`src/rtl/register_access_if.sv`:
```
// register_access_if: request/response handshake plus the i2c master per-byte control bundle
interface register_access_if;
  logic       req_valid;
  logic       req_ready;
  logic       req_read;
  logic [6:0] req_dev_addr;
  logic [7:0] req_reg_addr;
  logic [7:0] req_wdata;
  logic       rsp_valid;
  logic [7:0] rsp_rdata;
  logic       rsp_nack;
  logic       rsp_err;
  logic       mode;
  logic       transfer_start;
  logic       transfer_continue;
  logic [7:0] data_tx;
  logic       transfer_ready;
  logic       transaction_complete;
  logic       ack;
  logic       start_err;
  logic       arbitration_err;
  logic       bus_clear;
  logic [7:0] data_rx;
  modport slave (
    input  req_valid, req_read, req_dev_addr, req_reg_addr, req_wdata,
    input  transfer_ready, transaction_complete, ack, start_err, arbitration_err, bus_clear, data_rx,
    output req_ready, rsp_valid, rsp_rdata, rsp_nack, rsp_err,
    output mode, transfer_start, transfer_continue, data_tx
  );
  modport master (
    output req_valid, req_read, req_dev_addr, req_reg_addr, req_wdata,
    output transfer_ready, transaction_complete, ack, start_err, arbitration_err, bus_clear, data_rx,
    input  req_ready, rsp_valid, rsp_rdata, rsp_nack, rsp_err,
    input  mode, transfer_start, transfer_continue, data_tx
  );
endinterface

```
`src/rtl/register_access.sv`:
```
// register_access: sequences one register read/write request into i2c master byte controls
module register_access #(
  parameter int TIMEOUT_CYCLES = 1000000
) (
  input logic              clk_in,
  input logic              rst_n,
  register_access_if.slave bus
);
  localparam int CW = $clog2(TIMEOUT_CYCLES + 1);
  typedef enum logic [1:0] {IDLE, LAUNCH, BYTE, WAIT_IDLE} state_t;
  state_t        r_state;
  logic [1:0]    r_idx;
  logic [CW-1:0] r_cnt;
  logic          r_read;
  logic [6:0]    r_dev;
  logic [7:0]    r_reg;
  logic [7:0]    r_wdata;
  logic          r_mode;
  logic          r_start;
  logic          r_cont;
  logic [7:0]    r_data_tx;
  logic          r_rsp_valid;
  logic [7:0]    r_rdata;
  logic          r_nack;
  logic          r_err;
  logic [1:0]    w_nidx;
  logic          w_last;
  logic          w_fault;
  logic          w_timeout;
  logic          w_nmode;
  logic          w_nstart;
  logic          w_ncont;
  logic [7:0]    w_ndata;
  assign bus.req_ready         = r_state == IDLE;
  assign bus.rsp_valid         = r_rsp_valid;
  assign bus.rsp_rdata         = r_rdata;
  assign bus.rsp_nack          = r_nack;
  assign bus.rsp_err           = r_err;
  assign bus.mode              = r_mode;
  assign bus.transfer_start    = r_start;
  assign bus.transfer_continue = r_cont;
  assign bus.data_tx           = r_data_tx;
  // Decode the controls of the byte after the current one; byte 0 is loaded on accept
  always_comb begin
    w_nidx    = r_idx + 2'd1;
    w_last    = r_idx == (r_read ? 2'd3 : 2'd2);
    w_fault   = bus.arbitration_err | bus.start_err | bus.bus_clear;
    w_timeout = r_state != IDLE && !bus.transaction_complete && !bus.transfer_ready
                && r_cnt == CW'(TIMEOUT_CYCLES - 1);
    w_nmode   = w_nidx == 2'd3;
    w_nstart  = r_read && w_nidx != 2'd3;
    w_ncont   = w_nidx == 2'd1 ? !r_read : w_nidx == 2'd2 ? r_read : 1'b0;
    w_ndata   = w_nidx == 2'd1 ? r_reg : w_nidx == 2'd2 ? (r_read ? {r_dev, 1'b1} : r_wdata) : 8'h00;
  end
  // Sequencer: error > NACK > byte done > bus ready, with a progress watchdog over all busy states
  always_ff @(posedge clk_in or negedge rst_n) begin
    if (!rst_n) begin
      r_state <= IDLE;
      r_idx <= '0;
      r_cnt <= '0;
      {r_read, r_dev, r_reg, r_wdata} <= '0;
      {r_mode, r_start, r_cont, r_data_tx} <= '0;
      {r_rsp_valid, r_rdata, r_nack, r_err} <= '0;
    end else begin
      r_rsp_valid <= 1'b0;
      r_cnt <= (r_state == IDLE || bus.transaction_complete || bus.transfer_ready) ? '0 : r_cnt + 1'b1;
      if (r_state == IDLE) begin
        if (bus.req_valid) begin
          r_read <= bus.req_read;
          r_dev <= bus.req_dev_addr;
          r_reg <= bus.req_reg_addr;
          r_wdata <= bus.req_wdata;
          {r_rdata, r_nack, r_err} <= '0;
          r_idx <= '0;
          {r_mode, r_start, r_cont, r_data_tx} <= {3'b011, bus.req_dev_addr, 1'b0};
          r_state <= LAUNCH;
        end
      end else if (w_timeout) begin
        r_rsp_valid <= 1'b1;
        r_err <= 1'b1;
        {r_mode, r_start, r_cont, r_data_tx} <= '0;
        r_state <= IDLE;
      end else if (w_fault) begin
        r_err <= 1'b1;
        {r_mode, r_start, r_cont, r_data_tx} <= '0;
        r_state <= WAIT_IDLE;
      end else if (bus.ack) begin
        r_nack <= 1'b1;
        {r_start, r_cont} <= 2'b00;
        r_state <= WAIT_IDLE;
      end else if (bus.transaction_complete && r_state == BYTE) begin
        if (w_last) begin
          {r_start, r_cont} <= 2'b00;
          r_state <= WAIT_IDLE;
          if (r_read) r_rdata <= bus.data_rx;
        end else begin
          r_idx <= w_nidx;
          {r_mode, r_start, r_cont, r_data_tx} <= {w_nmode, w_nstart, w_ncont, w_ndata};
        end
      end else if (bus.transfer_ready && r_state == LAUNCH) begin
        r_idx <= '0;
        r_state <= BYTE;
      end else if (bus.transfer_ready && r_state == WAIT_IDLE) begin
        r_rsp_valid <= 1'b1;
        {r_mode, r_start, r_cont, r_data_tx} <= '0;
        r_state <= IDLE;
      end
    end
  end
endmodule

```
`src/flat_wrapper.sv`:
```
// flat-port wrapper written by rule: the top's interface ports become plain ports
module register_access_flat 
#(
  parameter int TIMEOUT_CYCLES = 1000000
)
  (clk_in, rst_n, bus_req_valid, bus_req_read, bus_req_dev_addr, bus_req_reg_addr, bus_req_wdata, bus_transfer_ready, bus_transaction_complete, bus_ack, bus_start_err, bus_arbitration_err, bus_bus_clear, bus_data_rx, bus_req_ready, bus_rsp_valid, bus_rsp_rdata, bus_rsp_nack, bus_rsp_err, bus_mode, bus_transfer_start, bus_transfer_continue, bus_data_tx);
  register_access_if bus_i ();
  input logic clk_in;
  input logic rst_n;
  input wire logic [$bits(bus_i.req_valid)-1:0] bus_req_valid;
  input wire logic [$bits(bus_i.req_read)-1:0] bus_req_read;
  input wire logic [$bits(bus_i.req_dev_addr)-1:0] bus_req_dev_addr;
  input wire logic [$bits(bus_i.req_reg_addr)-1:0] bus_req_reg_addr;
  input wire logic [$bits(bus_i.req_wdata)-1:0] bus_req_wdata;
  input wire logic [$bits(bus_i.transfer_ready)-1:0] bus_transfer_ready;
  input wire logic [$bits(bus_i.transaction_complete)-1:0] bus_transaction_complete;
  input wire logic [$bits(bus_i.ack)-1:0] bus_ack;
  input wire logic [$bits(bus_i.start_err)-1:0] bus_start_err;
  input wire logic [$bits(bus_i.arbitration_err)-1:0] bus_arbitration_err;
  input wire logic [$bits(bus_i.bus_clear)-1:0] bus_bus_clear;
  input wire logic [$bits(bus_i.data_rx)-1:0] bus_data_rx;
  output wire logic [$bits(bus_i.req_ready)-1:0] bus_req_ready;
  output wire logic [$bits(bus_i.rsp_valid)-1:0] bus_rsp_valid;
  output wire logic [$bits(bus_i.rsp_rdata)-1:0] bus_rsp_rdata;
  output wire logic [$bits(bus_i.rsp_nack)-1:0] bus_rsp_nack;
  output wire logic [$bits(bus_i.rsp_err)-1:0] bus_rsp_err;
  output wire logic [$bits(bus_i.mode)-1:0] bus_mode;
  output wire logic [$bits(bus_i.transfer_start)-1:0] bus_transfer_start;
  output wire logic [$bits(bus_i.transfer_continue)-1:0] bus_transfer_continue;
  output wire logic [$bits(bus_i.data_tx)-1:0] bus_data_tx;
  assign bus_i.req_valid = bus_req_valid;
  assign bus_i.req_read = bus_req_read;
  assign bus_i.req_dev_addr = bus_req_dev_addr;
  assign bus_i.req_reg_addr = bus_req_reg_addr;
  assign bus_i.req_wdata = bus_req_wdata;
  assign bus_i.transfer_ready = bus_transfer_ready;
  assign bus_i.transaction_complete = bus_transaction_complete;
  assign bus_i.ack = bus_ack;
  assign bus_i.start_err = bus_start_err;
  assign bus_i.arbitration_err = bus_arbitration_err;
  assign bus_i.bus_clear = bus_bus_clear;
  assign bus_i.data_rx = bus_data_rx;
  assign bus_req_ready = bus_i.req_ready;
  assign bus_rsp_valid = bus_i.rsp_valid;
  assign bus_rsp_rdata = bus_i.rsp_rdata;
  assign bus_rsp_nack = bus_i.rsp_nack;
  assign bus_rsp_err = bus_i.rsp_err;
  assign bus_mode = bus_i.mode;
  assign bus_transfer_start = bus_i.transfer_start;
  assign bus_transfer_continue = bus_i.transfer_continue;
  assign bus_data_tx = bus_i.data_tx;
  register_access #(.TIMEOUT_CYCLES(TIMEOUT_CYCLES)) u_core (.clk_in(clk_in), .rst_n(rst_n), .bus(bus_i));
endmodule
```
`config.mk`:
```
export PLATFORM = sky130hd
export DESIGN_NAME = register_access_flat
export DESIGN_NICKNAME = d
export VERILOG_FILES = /design/src/rtl/register_access_if.sv /design/src/rtl/register_access.sv /design/src/flat_wrapper.sv
export SDC_FILE = /design/constraint.sdc
export NUM_CORES = 1
export LEC_CHECK = 0
export CAP_MARGIN = 20
export CORE_MARGIN = 2
export CORE_UTILIZATION = 49
export CTS_BUF_LIST = sky130_fd_sc_hd__clkbuf_4
export DETAILED_ROUTE_END_ITERATION = 12
export GPL_TIMING_DRIVEN = 0
export PLACE_DENSITY = 0.77
export REMOVE_ABC_BUFFERS = 1
export SKIP_LAST_GASP = 1
export SLEW_MARGIN = 20
export SYNTH_ARGS = -nofsm -noshare
export SYNTH_HDL_FRONTEND = slang
export SYNTH_SLANG_ARGS = --single-unit
```
`constraint.sdc`:
```
create_clock -name clk_in -period 1.79 [get_ports clk_in]
set_clock_uncertainty 0.05 [all_clocks]
set_input_delay 0.2685 -clock clk_in [delete_from_list [all_inputs] [get_ports clk_in]]
set_output_delay 0.2685 -clock clk_in [all_outputs]
set_load 0.005 [all_outputs]
```
Word level (Yosys, flattened, before mapping)
Index checks and enable logic that the tools add are counted.
- flip-flop bits (word level): 70
- input bits: 41
- output and inout bits: 23
- add/subtract/negate cells: 2
- eq/ne operators: 19
- mux-type cells: 77
- bitwise gates (word level): 2
- reduce and logical (&&, ||, !) cells: 31
- operators by type and width (kind ; number):
    $mux W8 ; 20
    $mux W1 ; 39
    $mux W2 ; 17
    $add A20 B1 Y20 const B ; 1
    $eq A20 B20 Y1 const B ; 1
    $mux W20 ; 1
    $ne A6 B3 Y1 const B ; 2
    $reduce_bool A2 Y1 ; 5
    $eq A2 B2 Y1 const B ; 4
    $ne A2 B2 Y1 const B ; 4
    $logic_and A1 B1 Y1 ; 7
    $reduce_and A7 Y1 ; 1
    $reduce_bool A7 Y1 ; 1
    $reduce_and A3 Y1 ; 2
    $reduce_and A6 Y1 ; 1
    $reduce_bool A3 Y1 ; 2
    $reduce_bool A6 Y1 ; 1
    $ne A5 B2 Y1 const B ; 1
    $ne A5 B5 Y1 const B ; 1
    $reduce_and A5 Y1 ; 1
    $reduce_bool A5 Y1 ; 1
    $eq A2 B1 Y1 const B ; 2
    $ne A4 B1 Y1 const B ; 1
    $reduce_and A2 Y1 ; 2
    other kinds (9) ; 13

Depth between registers and ports, before layout
Gate-level depths: netlist of the first run.
- depth after elaboration: 10
- depth in mapped cells: 9

Worst setup path before layout of the first run
No wires, ideal clock.
- path kind: register to register
- start: register u_core.r_cnt[0]
- end: register u_core.r_data_tx[1] (netlist: u_core.bus.data_tx[1])
- library setup time: 0.125 ns
- data arrival time: 1.660 ns
- required time: 1.615 ns
- slack: -0.045 ns
- stages on the path, launching flop included: 7
- path buffers: 0
- clock period less this slack: 1.835 ns
- path through: dfrtp_1 -> ha_1 -> nand3_4 -> and4bb_4 -> nand4b_4 -> o211ai_4 -> mux2_4
- longest elaborated chain between the ends: 4
- ends and longest elaborated chain (what ; RTL line ; text):
    from (decl) ; register_access.sv:13 ; logic [CW-1:0] r_cnt;
    from (signal assigned) ; register_access.sv:66 ; r_cnt <= (r_state == IDLE || bus.transaction_complete || bus.transfer_ready) ? '0 : r_cnt + 1'b1;
    $eq A20 B20 Y1 (*) ; register_access.sv:49 ; && r_cnt == CW'(TIMEOUT_CYCLES - 1);
    $logic_and A1 B1 Y1 (*) ; register_access.sv:49 ;
    $ne A5 B5 Y1 (no line), or another cell as far along ; n/a ;
    $reduce_and A5 Y1 (no line) or $mux W8 (tied branches) ; n/a ;
    to (signal assigned) ; register_access.sv:75 ; {r_mode, r_start, r_cont, r_data_tx} <= {3'b011, bus.req_dev_addr, 1'b0};
    to (signal assigned) ; register_access.sv:98 ; {r_mode, r_start, r_cont, r_data_tx} <= {w_nmode, w_nstart, w_ncont, w_ndata};
    to (decl) ; register_access.sv:21 ; logic [7:0] r_data_tx;
Mark *: on every way between the ends. The rest lies on a longest branch, timed or not.
A chain may end at the register's enable or synchronous reset.

Worst setup path in the final report of the first run
- start: register u_core.r_cnt[12]
- end: register u_core.r_data_tx[5] (netlist: u_core.bus.data_tx[5])
Same word-level chain as after synthesis.

==> run metrics, run 1 <==
HPWL Detailed=5.10 mm; gr ovfl total=0; # fillers=547; Mapped Avg Cell Area=11.2 sq um; failing checks=setup timing; Worst Path Required=2.04 ns; Top reg by flops=u_core.r_cnt; root buf cell=clkbuf_4; reg2reg path depth=5; period utilization=106%; cell taking the most area after synthesis=dfrtp_1; later-pin clock latency in the skew report=0.41 ns; Critical Path Source Type=flip-flop; die area=7760 sq um; commonest cells after routing, fill and taps aside=dfrtp_1 (66), clkdlybuf4s50_1 (61), mux2_2 (24), o21ai_0 (23), nor2_1 (22); Mapped Area=3460 sq um; largest net degree at the start of global routing=40; number of global-route vias before repair=about 2.7k; Main synth FF type=dfrtp_1; initial antenna violation count=0; max-slew violations=0; CP max FO=5; yosys warns=0; post-synth top area share=50.6%; RSZ-0062 raised after global routing=true; Slew HR=69.3%; Boundary Pins=64; GR Util All Layers=21.1%; Worst R2R Start=u_core.r_cnt[12]$_DFF_PN0_; Net Switching=0.695 mW; layout net count=435; CTS tree=done; register area=1760 sq um; Post-Syn Instances=309; min-delay worst type=in2async; sequential share of power=53.5%; initial drt markers=196; pwr dens=664 nW/um^2; area grow syn2layout=32.2%; layout cells sized above 1=24.3%; critical path type=reg2reg; Comb power frac=9.1%; FMAX=0.529 GHz; core area=slightly below 7000 sq um; DR DRC count=0; CP Cell Sequence=nor4_4 -> and4bb_4 -> nand4b_4 -> o211ai_4 -> mux2_4; Post-Route Utilization=67.1%; Sink Count=70; antenna fix cells=0; drt pass-1 iters=4; Synth cell types=46; Int Power=2.34 mW; CP Capture Type=flip-flop; Starting Density=between 50 and 60%; PnR worst setup slack=-0.100 ns; Clock transition at path regs=0.11 ns; Clk pwr share=37.3%; maxcap violations=0; Synth Area in Adders=around 1.4%; number of synthesized register bits=70; worst vdd ir=0.414 mV; compound-gate portion of the synthesized area=9.17%; Inserted Clock Buffers=9; worst slew pin tran=0.457 ns; via count=2,639; max FFs per register=20; Post-synth EDFFs=0; Critical-path top delay cell=dfrtp_2; Vias/cell=5.37; Die W=88.1 um; endpoints failing hold=0; Top delay family on crit path=simple AND/OR/NAND/NOR gates; multiplexer share of the synthesized area=~14%; Setup Viol. Count Final=7; multi-input logic area=1700 sq um; P_leak=2.00 nW; Sum Neg Setup Slack=-0.541 ns; post-synthesis xor/xnor area fraction=4.30%; crit-path max cell delay=0.44 ns; drt wl/cell=15.8 um; R2R Setup Slk=-0.10 ns; CTS H-tree lvls=3; drt total wl=a little under 8 mm; # rows=30; Arr. time, crit path=2.14 ns; reg-to-reg endpoint=u_core.bus.data_tx[5]$_DFFE_PN0P_; Clock Path Buffers=2; die height=88.1 um; asr flop ratio synth=100%; CP Buf/Inv Count=0; Final Wtd Congestion=0.801; post-route ant nets=0; most common cell after layout, fill and taps aside=dfrtp_1; largest family of logic cells by synthesized area=simple AND/OR/NAND/NOR gates; first-pass GRT wire length=roughly 12 mm; sequential area share after synthesis=approximately half; top cells by area, synth=dfrtp_1 (51%), mux2_2 (7.8%), o21ai_0 (3.5%), mux2i_1 (3.2%), mux2_4 (3.0%); Port-buffer cells=63; minimum clock period=1.89 ns; simple-gate portion of the synthesized area=16.3%; switching power share of the total=22.9%; status=finished with violations
==> cell type report <==
type	instances	area share [%]
tap	96	2.62
inverter	16	1.48
multi-input combinational	213	37.1
sequential	70	38.4
clock buffer	11	1.80
timing repair buffer	80	17.0
clock inverter	5	1.61
==> synthesized netlist by cell type (2+ instances only) <==
| cell | number |
|---|---|
| buf_2 | 5 |
| nand2b_1 | 2 |
| and3_1 | 4 |
| dfrtp_1 | 70 |
| nand3_1 | 18 |
| a22o_1 | 7 |
| buf_6 | 4 |
| and4b_1 | 2 |
| mux2i_1 | 11 |
| a31oi_1 | 3 |
| o32a_1 | 2 |
| nor4_2 | 2 |
| nor3_1 | 6 |
| o21ai_0 | 24 |
| clkbuf_1 | 2 |
| nand4_1 | 3 |
| nand3b_1 | 2 |
| a21oi_1 | 6 |
| mux2_4 | 7 |
| ha_1 | 4 |
| mux2_2 | 24 |
| nand2_1 | 22 |
| and2_1 | 3 |
| xnor2_1 | 6 |
| xor2_1 | 11 |
| nor2_1 | 23 |
| inv_1 | 15 |
| or3_1 | 2 |
| and4_1 | 2 |
==> cells by family (layout without fill, tap and decap cells) <==
logic type                 count (synthesis)  after routing
xor gates and xnor gates                  17             17
and+or+nand+nor                           99            100
adders and majority gates                  4              4
muxes                                     42             42
AOI/OAI and AO/OA                         49             50
DFF                                       70             70
buffers and inverters                     28            112
==> layer usage <==
layer  GRT usage [%]  up-vias  part of all wire, %
met3            7.73       15                  5.9
li1                -     1251                    -
met5               0        -                    0
met1            25.3     1301                   42
met4            7.02        0                  1.8
met2            35.4       72                   50
==> power groups by stage <==
stage	Clock, mW	Combinational (mW)	Sequential (mW)
finish	1.13	0.278	1.63
global route	1.25	0.306	1.63
CTS	1.17	0.272	1.63
detailed placement	0	0.248	1.66
global placement	0	0.239	1.66
floorplan	0	0.0767	1.65
==> metrics by stage <==
stage	std cells	hold WS, ns	instance area [sq um]	setup WS [ns]	total power, mW
final	491	0.277	4580	-0.100	3.04
after global routing	491	0.289	4580	-0.137	3.18
after CTS	488	0.259	4500	-0.0887	3.07
after detailed placement	457	0.188	4150	-1.07	1.91
after global placement	456	0.424	4130	-1.94	1.90
after floorplan	297	-0.0771	3380	-0.560	1.73
==> timing repair <==
item / CTS / global route
endpoints found under the hold margin: 31 / 0
buffers inserted: 13 / 2
hold buffers: 1 / 0
endpoints found under the setup margin: 70 / 25
gates resized for setup: 24 / 10
gates cloned: 1 / 1
pin swaps: 5 / 4
==> how the worst max path moves through the flow <==
stage                                  start                                end  cells after the start
6_report          u_core.r_cnt[12]$_DFF_PN0_  u_core.bus.data_tx[5]$_DFFE_PN0P_                      5
5_1_grt            u_core.r_cnt[0]$_DFF_PN0_  u_core.bus.data_tx[5]$_DFFE_PN0P_                      6
4_1_cts           u_core.r_cnt[11]$_DFF_PN0_  u_core.bus.data_tx[6]$_DFFE_PN0P_                      5
3_5_place_dp   u_core.r_state[0]$_DFFE_PN0P_  u_core.bus.data_tx[6]$_DFFE_PN0P_                      5
3_3_place_gp                           rst_n      u_core.r_wdata[3]$_DFFE_PN0P_                      1
2_1_floorplan  u_core.r_state[0]$_DFFE_PN0P_        u_core.r_idx[0]$_DFFE_PN0P_                      6
No activity file was read; power rests on OpenSTA's default activity.
==> run 2, diff against run 1 <==
--- a/config.mk
+++ b/config.mk
@@ -13,7 +13,6 @@
 export GPL_TIMING_DRIVEN = 0
 export PLACE_DENSITY = 0.77
 export REMOVE_ABC_BUFFERS = 1
-export SKIP_LAST_GASP = 1
 export SLEW_MARGIN = 20
 export SYNTH_ARGS = -nofsm -noshare
 export SYNTH_HDL_FRONTEND = slang
==> results of run 2 <==
The final DEF is identical to that of run 1; final timing and power are the same.
==> run 3, diff against run 2 <==
--- a/config.mk
+++ b/config.mk
@@ -6,6 +6,7 @@
 export NUM_CORES = 1
 export LEC_CHECK = 0
 export CAP_MARGIN = 20
+export CORE_ASPECT_RATIO = 0.5
 export CORE_MARGIN = 2
 export CORE_UTILIZATION = 49
 export CTS_BUF_LIST = sky130_fd_sc_hd__clkbuf_4
==> run metrics, run 3 (same netlist as run 1, synthesis figures left out) <==
Vias/cell=5.61; minimum clock period=1.85 ns; M2 GR Usage=38.5%; R2R Setup Slk=-0.06 ns; RSZ-0062 raised after global routing=true; Critical-path top delay cell=dfrtp_1; CTS H-tree lvls=3; gr ovfl total=0; pwr dens=639 nW/um^2; Inserted Clock Buffers=9; Sink Count=70; critical path type=reg2reg; Boundary Pins=64; global routing usage on met3=3.99%; drt pass-1 iters=5; max-slew violations=0; root buf cell=clkbuf_4; drt total wl=~8.4 mm; maxcap violations=0; GR Util All Layers=21.9%; die height=63.5 um; max FFs per register=20; core area=6750 sq um; Final Wtd Congestion=0.855; largest net degree at the start of global routing=45; later-pin clock latency in the skew report=0.42 ns; antenna fix cells=0; worst slew pin tran=0.527 ns; number of global-route vias before repair=2,747; layout cells sized above 1=about a quarter; Worst R2R Start=u_core.r_cnt[12]$_DFF_PN0_; drt wl/cell=16.9 um; initial drt markers=183; Most Crowded Layer GR=met2; # fillers=between 400 and 500; Post-Route Utilization=68.6%; hold_ws=0.240 ns; initial antenna violation count=0; Slew HR=64.6%; P_leak=between 2 and 2.5 nW; crit-path max cell delay=0.43 ns; Worst Path Required=approximately 2.1 ns; Setup Viol. Count Final=7; worst vdd ir=roughly 0.34 mV; HPWL Detailed=between 5 and 6 mm; Top reg by flops=u_core.r_cnt; crit path launch=u_core.r_cnt[12]$_DFF_PN0_; # rows=21; Clock Path Buffers=2; Port-buffer cells=63; reg2reg path depth=5; endpoints failing hold=0; status=finished with violations; CP max FO=8; FMAX=roughly 0.54 GHz; period utilization=103%; failing checks=setup timing; DR DRC count=0; Starting Density=between 50% and 60%; via count=2,764; PnR worst setup slack=-0.0593 ns; cell area after layout=approximately 4600 sq um; first-pass GRT wire length=between 10 and 15 mm; Die W=123 um; Arr. time, crit path=2.11 ns; post-placement cell area=about 4100 sq um; reg-to-reg endpoint=u_core.bus.data_tx[3]$_DFFE_PN0P_; Clock transition at path regs=between 0.1 and 0.15 ns; post-route ant nets=0; min-delay worst type=in2async; Critical Path Source Type=flip-flop; CP Cell Sequence=nor4_2 -> and4bb_4 -> nand4b_4 -> o211ai_4 -> mux2_4; layout net count=441; most common cell after layout, fill and taps aside=dfrtp_1; die area=roughly 7800 sq um; commonest cells after routing, fill and taps aside=dfrtp_1 (67), clkdlybuf4s50_1 (61), mux2_2 (24), o21ai_0 (22), nor2_1 (21); area grow syn2layout=33.6%; CP Capture Type=flip-flop; CTS tree=done; GR Util met1=26.6%
## run 3: cell types whose count changed in the layout (fill, tap and decap cells not counted), sizes merged
cell,previous run,this run
buf,17,24
clkbuf,12,10
bufinv,2,1
clkinv,3,1
clkinvlp,0,4
inv,16,17
o211ai,2,1
## run 3: power breakdown
part	switching, mW	leakage, nW	total [mW]	internal, mW
Clock	0.601	0.0646	1.03	0.426
Combinational	0.143	1.04	0.300	0.157
Sequential	0.0233	0.903	1.63	1.61
## run 3: what timing repair did
| action | CTS | global route |
|---|---|---|
| gates cloned | 1 | 0 |
| hold endpoints to repair | 26 | 0 |
| setup buffers | 14 | 8 |
| gates resized for setup | 26 | 18 |
| pin swaps | 4 | 5 |
| hold buffers | 1 | 0 |
| setup endpoints to repair | 70 | 25 |
## run 3: worst max path at each step
stage                                                to  slack [ns]  depth (start not counted)
finish                u_core.bus.data_tx[3]$_DFFE_PN0P_       -0.06                          5
floorplan                   u_core.r_idx[0]$_DFFE_PN0P_       -0.56                          6
global placement    u_core.bus.rsp_rdata[4]$_DFFE_PN0P_       -1.79                          1
CTS                   u_core.bus.data_tx[6]$_DFFE_PN0P_       -0.08                          6
global route          u_core.bus.data_tx[6]$_DFFE_PN0P_       -0.11                          5
detailed placement          u_core.r_idx[0]$_DFFE_PN0P_       -1.21                          6
## run 3: worst max-delay path, delay by kind of cell (launching register included)
family	cells	cell delay [ns]
DFF	1	0.43
and+or+nand+nor	3	0.69
AOI/OAI and AO/OA	1	0.23
muxes	1	0.34
## run 3: metrics by stage
| step | power [mW] | worst slack (ns) | instances | TNS (ns) |
|---|---|---|---|---|
| floorplan | 1.73 | -0.560 | 297 | -18.25 |
| global placement | 1.89 | -1.79 | 452 | -167.06 |
| detailed placement | 1.91 | -1.21 | 453 | -49.70 |
| CTS | 2.95 | -0.0812 | 485 | -0.529 |
| global route | 3.08 | -0.112 | 493 | -0.741 |
| finish | 2.96 | -0.0593 | 493 | -0.364 |
## run 3: area by class of cell
cell class                 instances  area [sq um]  area share, %
clock buffer                       9          67.6           1.46
clock inverter                     7          73.8           1.59
inverter                          16          67.6           1.46
multi-input combinational        212          1710           36.9
sequential                        70          1760           38.0
tap                               92           115           2.49
timing repair buffer              87           838           18.1
## run 3: metal layers
metal / part of all wire (%) / vias to the layer above
met3: 4.8 / 25
li1: - / 1261
met2: 52 / 92
met4: 2.2 / 0
met5: 0 / -
met1: 41 / 1386
